==> config.mk <==
export PLATFORM = sky130hd
export DESIGN_NAME = m_axis_rc_poison_filter
export DESIGN_NICKNAME = d
export VERILOG_FILES = /design/src/rtl/m_axis_rc_poison_filter.sv
export SDC_FILE = /design/constraint.sdc
export NUM_CORES = 1
export LEC_CHECK = 0
export ABC_AREA = 0
export CAP_MARGIN = 20
export CORE_AREA = 4 4 518 520
export DETAILED_ROUTE_END_ITERATION = 7
export DIE_AREA = 0 0 522 524
export DONT_BUFFER_PORTS = 1
export PLACE_DENSITY = 0.33
export SYNTH_ARGS = -nofsm -noshare
export SYNTH_HDL_FRONTEND = slang
export SYNTH_SLANG_ARGS = --single-unit
==> constraint.sdc <==
create_clock -name user_clk -period 164.5 [get_ports user_clk]
set_input_delay 24.675 -clock user_clk [delete_from_list [all_inputs] [get_ports user_clk]]
set_output_delay 24.675 -clock user_clk [all_outputs]
set_load 0.01 [all_outputs]
==> src/rtl/m_axis_rc_poison_filter.sv <==
// m_axis_rc_poison_filter
// Sits between the RC adapter and the LitePCIe RC consumer. Every beat goes
// through a two-entry skid buffer (output register plus skid register).
// s_axis_rc_tready is registered and only reflects skid occupancy, so there
// is no combinational path from m_axis_rc_tready.
// Optional feature: define M_AXIS_RC_POISON_DROP_EN to drop packets whose
// first beat carries tuser[1] (poisoned). drop_count saturates at 16'hFFFF.
// Without the macro every packet is forwarded, and drop_count/drop_pulse
// are held at 0.
module m_axis_rc_poison_filter #(
  parameter int DATA_WIDTH = 512,
  parameter int KEEP_WIDTH = DATA_WIDTH / 8
) (
  input  logic                  user_clk,
  input  logic                  user_reset,
  input  logic [DATA_WIDTH-1:0] s_axis_rc_tdata,
  input  logic [KEEP_WIDTH-1:0] s_axis_rc_tkeep,
  input  logic                  s_axis_rc_tlast,
  input  logic [84:0]           s_axis_rc_tuser,
  input  logic                  s_axis_rc_tvalid,
  output logic [3:0]            s_axis_rc_tready,
  output logic [DATA_WIDTH-1:0] m_axis_rc_tdata,
  output logic [KEEP_WIDTH-1:0] m_axis_rc_tkeep,
  output logic                  m_axis_rc_tlast,
  output logic [84:0]           m_axis_rc_tuser,
  output logic                  m_axis_rc_tvalid,
  input  logic                  m_axis_rc_tready,
  output logic [15:0]           drop_count,
  output logic                  drop_pulse
);

  logic [DATA_WIDTH-1:0] out_data, skid_data;
  logic [KEEP_WIDTH-1:0] out_keep, skid_keep;
  logic                  out_last, skid_last;
  logic [84:0]           out_user, skid_user;
  logic                  out_valid, skid_valid, skid_valid_next;
  logic                  rdy_q;

  logic accept;     // beat handshake on the slave side
  logic drop_beat;  // current input beat is to be discarded
  logic push;       // accepted beat enters the buffer
  logic out_load;   // output register is free to take a new beat
  logic skid_load;  // accepted beat lands in the skid register

  assign accept    = s_axis_rc_tvalid & rdy_q;
  assign push      = accept & ~drop_beat;
  assign out_load  = ~out_valid | m_axis_rc_tready;
  // The skid entry is older than any new beat, so when both exist the skid
  // entry moves to the output and the new beat takes its place.
  assign skid_load = push & (out_load ? skid_valid : 1'b1);

  // Skid occupancy after this cycle; also drives the registered ready.
  always_comb begin
    skid_valid_next = skid_valid;
    if (out_load) begin
      if (skid_valid) skid_valid_next = push;
    end else if (push) begin
      skid_valid_next = 1'b1;
    end
  end

  // Valid flags, registered ready and payload registers of the skid buffer.
  always_ff @(posedge user_clk) begin
    if (user_reset) begin
      out_valid  <= 1'b0;
      skid_valid <= 1'b0;
      rdy_q      <= 1'b0;
    end else begin
      skid_valid <= skid_valid_next;
      rdy_q      <= ~skid_valid_next;
      if (out_load) begin
        if (skid_valid) begin
          out_valid <= 1'b1;
          out_data  <= skid_data;
          out_keep  <= skid_keep;
          out_last  <= skid_last;
          out_user  <= skid_user;
        end else begin
          out_valid <= push;
          if (push) begin
            out_data <= s_axis_rc_tdata;
            out_keep <= s_axis_rc_tkeep;
            out_last <= s_axis_rc_tlast;
            out_user <= s_axis_rc_tuser;
          end
        end
      end
      if (skid_load) begin
        skid_data <= s_axis_rc_tdata;
        skid_keep <= s_axis_rc_tkeep;
        skid_last <= s_axis_rc_tlast;
        skid_user <= s_axis_rc_tuser;
      end
    end
  end

  assign s_axis_rc_tready = {4{rdy_q}};
  assign m_axis_rc_tdata  = out_data;
  assign m_axis_rc_tkeep  = out_keep;
  assign m_axis_rc_tlast  = out_last;
  assign m_axis_rc_tuser  = out_user;
  assign m_axis_rc_tvalid = out_valid;

`ifdef M_AXIS_RC_POISON_DROP_EN
  typedef enum logic [1:0] {SOP, BODY, DROP} state_t;

  state_t      state, state_next;
  logic        drop_start;
  logic [15:0] drop_cnt_q;
  logic        drop_pulse_q;

  // Packet framing: poison is only examined on the first beat of a packet.
  always_comb begin
    state_next = state;
    drop_beat  = 1'b0;
    drop_start = 1'b0;
    case (state)
      SOP: begin
        if (s_axis_rc_tuser[1]) begin
          drop_beat  = 1'b1;
          drop_start = accept;
        end
        if (accept && !s_axis_rc_tlast)
          state_next = s_axis_rc_tuser[1] ? DROP : BODY;
      end
      BODY: begin
        if (accept && s_axis_rc_tlast) state_next = SOP;
      end
      DROP: begin
        drop_beat = 1'b1;
        if (accept && s_axis_rc_tlast) state_next = SOP;
      end
      default: state_next = SOP;
    endcase
  end

  // State register plus saturating drop counter and one-cycle drop pulse.
  always_ff @(posedge user_clk) begin
    if (user_reset) begin
      state        <= SOP;
      drop_cnt_q   <= '0;
      drop_pulse_q <= 1'b0;
    end else begin
      state        <= state_next;
      drop_pulse_q <= drop_start;
      if (drop_start && drop_cnt_q != 16'hFFFF)
        drop_cnt_q <= drop_cnt_q + 16'd1;
    end
  end

  assign drop_count = drop_cnt_q;
  assign drop_pulse = drop_pulse_q;
`else
  assign drop_beat  = 1'b0;
  assign drop_count = '0;
  assign drop_pulse = 1'b0;
`endif

endmodule

# Word level (Yosys, flattened, before mapping)
# Cells that the tools add are included.
# totals
register_bits	1327
# op_classes
bitwise_logic	6
reduce_logical	3
muxes	13
# ops
operator	count
$mux 512	2
$mux 85	2
$mux 64	2
$mux 1	7
$not 1->1	3
$reduce_and 3->1	1
$and 1x1->1	2
$reduce_and 2->1	1
$reduce_bool 2->1	1
$or 1x1->1	1

# Longest topological paths before layout
# Gate-level depths: netlist of run 1.
# depth
depth_word	5
ltp_mapped	5
ltp_nobuf	2

# Worst setup path before layout of run 1
# No wires, ideal clock.
# synth_timing
path_type	input port to flip-flop
start	input port m_axis_rc_tready
end	register skid_data[0] (enable)
slack_ns	89.023
stages	2
arrival_time_ns	72.811
cell_sequence	nand2b_1 -> a211oi_1
# synth_via
elab_chain_len	4
# synth_lines
item	line	text
from (decl)	27	input logic m_axis_rc_tready,
$or 1x1->1	47	assign out_load = ~out_valid | m_axis_rc_tready;
$mux 1	50	assign skid_load = push & (out_load ? skid_valid : 1'b1);
$and 1x1->1	50	
$reduce_and 2->1 (no line)	-	
to (signal assigned)	89	skid_data <= s_axis_rc_tdata;
to (decl)	32	logic [DATA_WIDTH-1:0] out_data, skid_data;
# Every way passes these cells.
# A chain may end at the register's enable or synchronous reset.

# Worst setup path in the final report of run 1
# layout_timing
start	input port m_axis_rc_tready
end	register skid_data[172] (enable)
# Same word-level chain as after synthesis.

==> reports/metrics.yaml, run 1 <==
ys.flop_type: "edfxtp_1"
maxcap_viol_count: 0
tritoncts_sinks: 1327
p_leak_uw: 0.0191
synth_cells: 2098
worst_clock_skew_ps: 80.3
timing.final.max_slew_violations: 0
pre_cts_ws_ps: 134460
drcViolationCount: 0
fp.dieH_um: 524
grt_pass1_wl_mm: 208
post_drt_via_cell_ratio: 3.49
avgSynthCellArea_um2: 24.4
postLayoutSetupSlackWorst_ps: 135410
detail_route.wl_per_cell_um: 27.5
synth.yosys.seq_area_share: 0.778
clk_pin_slew_ps: 60
post_route_cells_drive_above_1_share: 0.392
outcome: "finished, final reports clean"
max-clock-path-buffers: 4
timing.max_slew.rel_slack: 0.277
cts_tree: "built"
clkLatencyLatePin_ps: 820
synth-edff-count: 1324
gpl.final_weighted_congestion: 0.840
numPortBuffers: 0
synth.cell_area_um2: 51200
hold_buffers: 0
crit_path_start_kind: "input pin"
grt_setup_unrepaired: "no"
worst-setup-path-type: "in -> reg"
cts_setup_buffers: 0
area_growth_syn_to_layout_pct: 16.1
clock-root-buffer: "clkbuf_16"
cellPowerDensity_nw_per_um2: 12.8
maxClockFrequency_mhz: 34.4
async_reset_ff_frac: 0
ys_warn_count: 0
numCtsBuffers: 165
max_ir_drop_vdd_mv: 0.00781
overflow: 0
initial_utilization: 0.194
io-pin-count: 1350
muxShareOfSynthArea: 0.190
post_synthesis_sequential_element_count: 1327
fin_nets: 2887
synth.lib_cells_used.distinct: 21
row_count: 189
hold_path_depth: 1
synth-compound-area-share: 0.00100
mostFrequentLayoutCell: "edfxtp_1"
timing.critical_path.fanout_max: 75
area_of_the_core_um2: 264000
drtAntennaViolNets: 0
die-area_um2: 274000
drt-initial-drc-count: 1156
synth_xor_area_frac: 0
totalPowerFinal_uw: 762
groute.usage.overall: 0.111
dieWidth_um: 522
place_hpwl_mm: 122
area.sequential_um2: 39800
type_of_the_most_critical_hold_path: "reg -> reg"
layout_common_cells: "edfxtp_1 (1324), mux2_4 (600), clkbuf_16 (165)"
multi_input_comb_area_um2: 9880
cts_max_level: 4
synth_adder_area_share: 0
tightestPinTransition_ps: 1080
worst_setup_path_end_kind: "flop"
largest_family_of_logic_cells_by_synthesized_area: "multiplexers"
num-fill-cells: 27200
final.setup.tns_ps: 0
worst-endpoint-required_ps: 164870
grt_antenna_before_repair: 20
synth-simple-area-share: 0.000709
final.period_utilization: 0.177
post_cts_resized: 0
r2r_cells: 7
min_period_ps: 29090
drt-total-wl_mm: 162
drt_pre_antenna_iters: 4
vias_in_the_first_global_route: 21800
cp.arrival_ps: 29460
dr_total_vias: 20500
grt_start_max_net_pins: 117
hold_viol: 0
finalSetupViolations: 0
-- cell families (layout without fill, tap and decap cells) --
group / after synthesis / in the layout
buffers and inverters: 96 / 323
DFF: 1327 / 1327
muxes: 662 / 662
and+or+nand+nor: 6 / 6
AOI/OAI and AO/OA: 6 / 6
other: 1 / 22
-- critical path, cell delays in order --
cell      delay [ps]
nand2b_1         210
a211oi_4         280
buf_4            770
buf_4            820
buf_4            720
buf_4            730
buf_4            890
-- power by group --
| part | total, µW | switching [µW] | leakage (µW) | internal (µW) |
|---|---|---|---|---|
| registers | 396 | 11.0 | 0.0121 | 385 |
| logic | 24.1 | 10.8 | 0.00459 | 13.3 |
| clock network | 342 | 143 | 0.00244 | 200 |
| total | 762 | 165 | 0.0191 | 598 |
-- final cells by class --
| cell class | instances | share of cell area |
|---|---|---|
| sequential | 1327 | 0.670 |
| multi-input combinational | 691 | 0.166 |
| tap | 3533 | 0.0744 |
| clock buffer | 199 | 0.0716 |
| clock inverter | 88 | 0.0126 |
| timing repair buffer | 35 | 0.00484 |
| antenna | 5 | 0.000211 |
| inverter | 1 | 0.0000632 |
-- flip-flops by register name, indices dropped and copies added, names as in the netlist --
register and count:
m_axis_rc_tkeep 64, skid_data 512, m_axis_rc_tuser 85, m_axis_rc_tlast 1, rdy_q 1, skid_valid 1
skid_last 1, skid_user 85, m_axis_rc_tdata 512, m_axis_rc_tvalid 1, skid_keep 64
-- through the flow --
step,hold slack [ps],instance area (µm²),std cells,utilization
6_report,510,59400,5879,0.225
3_3_place_gp,531,54400,5587,0.206
4_1_cts,512,59400,5874,0.225
3_5_place_dp,534,54400,5587,0.206
5_1_grt,522,59400,5879,0.225
2_1_floorplan,523,51200,2114,-
-- routing by layer --
layer  share of wire  vias to the layer above  GRT usage
met5         0.00082                        -          0
met2            0.50                     1138      0.192
met3            0.15                      226     0.0768
met4           0.021                       18     0.0284
met1            0.32                    10500      0.105
li1                -                     8612          -
-- synth_stat cells, types with 3 or more instances --
cell | instances | area, µm²
buf_12 | 67 | 1340
buf_6 | 4 | 45.0
mux2_2 | 62 | 698
dfxtp_1 | 3 | 60.1
edfxtp_1 | 1324 | 39800
mux2_4 | 600 | 9010
buf_4 | 24 | 180
-- final timing paths --
check / start / endpoint / slack [ps]
hold / removal: skid_keep[51]$_DFFE_PP_ / m_axis_rc_tkeep[51]$_DFFE_PP_ / 510
hold reg to reg: skid_keep[51]$_DFFE_PP_ / m_axis_rc_tkeep[51]$_DFFE_PP_ / 510
setup reg to reg: rdy_q$_SDFF_PP0_ / skid_data[172]$_DFFE_PP_ / 158500
setup / recovery: m_axis_rc_tready / skid_data[172]$_DFFE_PP_ / 135410
Power figures use the tool's default switching activity.
==> inputs of run 2 (changes only) <==
--- a/config.mk
+++ b/config.mk
@@ -7,9 +7,9 @@
 export LEC_CHECK = 0
 export ABC_AREA = 0
 export CAP_MARGIN = 20
-export CORE_AREA = 4 4 518 520
+export CORE_AREA = 4 4 531 533
 export DETAILED_ROUTE_END_ITERATION = 7
-export DIE_AREA = 0 0 522 524
+export DIE_AREA = 0 0 535 537
 export DONT_BUFFER_PORTS = 1
 export PLACE_DENSITY = 0.33
 export SYNTH_ARGS = -nofsm -noshare
==> constraint.sdc (replaced) <==
create_clock -name user_clk -period 25.1 [get_ports user_clk]
set_input_delay 3.765 -clock user_clk [delete_from_list [all_inputs] [get_ports user_clk]]
set_output_delay 3.765 -clock user_clk [all_outputs]
set_load 0.01 [all_outputs]
==> run 2 against run 1 <==
Setup slack got worse by 120000 ps. Via count grew 0.48%. Register-to-register slack got worse by 140000 ps. Core utilization down 0.85 points. Sequential power rose to 6.5 times the previous value. First-iteration DRC count grew 19%. Sequential cell count is the same. Cell area up 0.71%. Critical path depth unchanged. Cell count up 3.2%. Sequential share of layout area is 0.47 points lower. Clock-buffer cell count is 1 lower. Largest power group unchanged. Highest routed layer unchanged.
==> reports/metrics.yaml, run 2 (synthesis results as in run 1) <==
outcome: "finished, final reports clean"
cts_max_level: 4  # unchanged
use_met3: 0.0738  # -0.00304
worst_hold_path.endpoint: "m_axis_rc_tkeep[3]$_DFFE_PP_"
worst-endpoint-required_ps: 25490  # -139380 ps
detail_route.wl_per_cell_um: 26.6  # -3.2%
tightestPinTransition_ps: 1310  # +226 ps
post_layout_util: 0.216  # -0.00853
drcViolationCount: 0  # unchanged
post_drt_via_cell_ratio: 3.40  # -2.7%
post_route_cells_drive_above_1_share: 0.394  # +0.00163
dieWidth_um: 535  # +2.5%
hold_viol: 0  # unchanged
cts_setup_buffers: 0  # unchanged
clk_pin_slew_ps: 60  # about the same
grt_util_met1: 0.105  # +0.000212
p_leak_uw: 0.0192  # +0.39%
clock_power_share: 0.454  # +0.005
drt_pre_antenna_iters: 5  # +1
cellPowerDensity_nw_per_um2: 84.4  # +560%
place_hpwl_mm: 122  # about the same
type_of_the_most_critical_hold_path: "reg -> reg"
drt-total-wl_mm: 162  # about the same
timing.max_slew.rel_slack: 0.126  # -0.151
grt_setup_unrepaired: "no"
row_count: 193  # +2.1%
cts_tree: "built"
crit_path_start_kind: "input pin"
r2r_cells: 7  # unchanged
cp.arrival_ps: 7820  # -21640 ps
worst_clock_skew_ps: 32.6  # -47.7 ps
final.period_utilization: 0.296
mostFrequentLayoutCell: "edfxtp_1"
timing.final.max_slew_violations: 0  # unchanged
grt_start_max_net_pins: 110  # -6.0%
initial_utilization: 0.185  # -0.00866
final.setup.tns_ps: 0  # unchanged
vias_in_the_first_global_route: 21700  # -0.21%
groute.usage.overall: 0.106  # -0.00500
grt_antenna_before_repair: 30  # +50%
grt_pass1_wl_mm: 209  # +0.56%
timing.critical_path.fanout_max: 77  # +2.7%
min_period_ps: 7440
tritoncts_sinks: 1327  # unchanged
totalPowerFinal_uw: 5050  # +560%
hold_path_startpoint: "skid_keep[3]$_DFFE_PP_"
hold_path_depth: 1  # unchanged
area_growth_syn_to_layout_pct: 16.9
setup.worst_path.start: "s_axis_rc_tvalid"
power.share.sequential: 0.514  # -0.005
gpl.final_weighted_congestion: 0.821  # -2.3%
internal_power_uw: 3960  # +560%
worst_setup_path_end_kind: "flop"
rr_startpoint: "skid_valid$_SDFF_PP0_"
pwr-share-comb: 0.032  # about the same
max-clock-path-buffers: 4  # unchanged
switchingPower_uw: 1090  # +570%
maxcap_viol_count: 0  # unchanged
most_used_routing_layer: "met2"
drt-initial-drc-count: 1379  # +19%
clock-root-buffer: "clkbuf_16"
dr_total_vias: 20600  # +0.48%
fraction_of_power_spent_switching_nets: 0.217  # +0.000954
max_ir_drop_vdd_mv: 0.0514  # +560%
layout_common_cells: "edfxtp_1 (1324), mux2_4 (600), clkbuf_16 (169)"
overflow: 0  # unchanged
post_cts_resized: 0  # unchanged
finalSetupViolations: 0  # unchanged
numPortBuffers: 0  # unchanged
reg2reg_setup_slack_ps: 19740  # -138760 ps
clkLatencyLatePin_ps: 800  # -20 ps
worst-setup-path-type: "in -> reg"
io-pin-count: 1350  # unchanged
die-area_um2: 287000  # +5.0%
r2r_end: "m_axis_rc_tdata[176]$_DFFE_PP_"
use_met2: 0.171  # -0.0211
fp.dieH_um: 537  # +2.5%
drtAntennaViolNets: 0  # unchanged
numCtsBuffers: 166  # +0.61%
area_of_the_core_um2: 276000  # +4.7%
fin_nets: 2889  # +0.069%
hold_buffers: 0  # unchanged
maxClockFrequency_mhz: 134
## run 2: routing by layer
| layer | up-vias | wire length (µm) | part of all wire |
|---|---|---|---|
| met5 | - | 115 | 0.00071 |
| met4 | 16 | 5600 | 0.035 |
| met3 | 237 | 25100 | 0.16 |
| met2 | 1184 | 75900 | 0.47 |
| met1 | 10500 | 54900 | 0.34 |
| li1 | 8655 | - | - |
## run 2: power groups by stage
stage          Clock, µW  Sequential, µW  Combinational [µW]
6_report            2300            2590                 162
5_1_grt             2490            2600                 173
4_1_cts             2400            2600                 167
3_5_place_dp           0            2640                 168
3_3_place_gp           0            2640                 163
2_1_floorplan          0            2640                 137
## run 2: how the worst max path moves through the flow
stage | to | slack (ps) | cells past startpoint
after detailed placement | m_axis_rc_tdata[425]$_DFFE_PP_ | 16790 | 7
after global routing | m_axis_rc_tdata[431]$_DFFE_PP_ | 17440 | 7
final | m_axis_rc_tdata[176]$_DFFE_PP_ | 17660 | 7
after floorplan | skid_data[0]$_DFFE_PP_ | 4020 | 2
after global placement | m_axis_rc_tdata[425]$_DFFE_PP_ | 16940 | 7
after CTS | m_axis_rc_tdata[431]$_DFFE_PP_ | 17700 | 7
## run 2: layout make-up
cell class                 count  area [µm²]
inverter                       1        3.75
tap                         3705        4640
antenna                       21        52.6
multi-input combinational    691        9880
timing repair buffer          36         308
fill                       28600      217000
sequential                  1327       39800
clock inverter                91         807
clock buffer                 198        4340
## run 2: through the flow
step	instance area, µm²	hold WS [ps]	setup WS [ps]	cells
floorplan	51300	523	4020	2114
global placement	54700	531	16940	5760
detailed placement	54700	534	16790	5760
CTS	59800	519	17700	6049
global route	59800	531	17440	6061
finish	59800	525	17660	6070
## run 2: critical path, cell delays in order
cell,delay [ps]
a21oi_2,70
nor3_4,210
buf_4,660
buf_4,710
buf_4,560
buf_4,650
buf_4,840
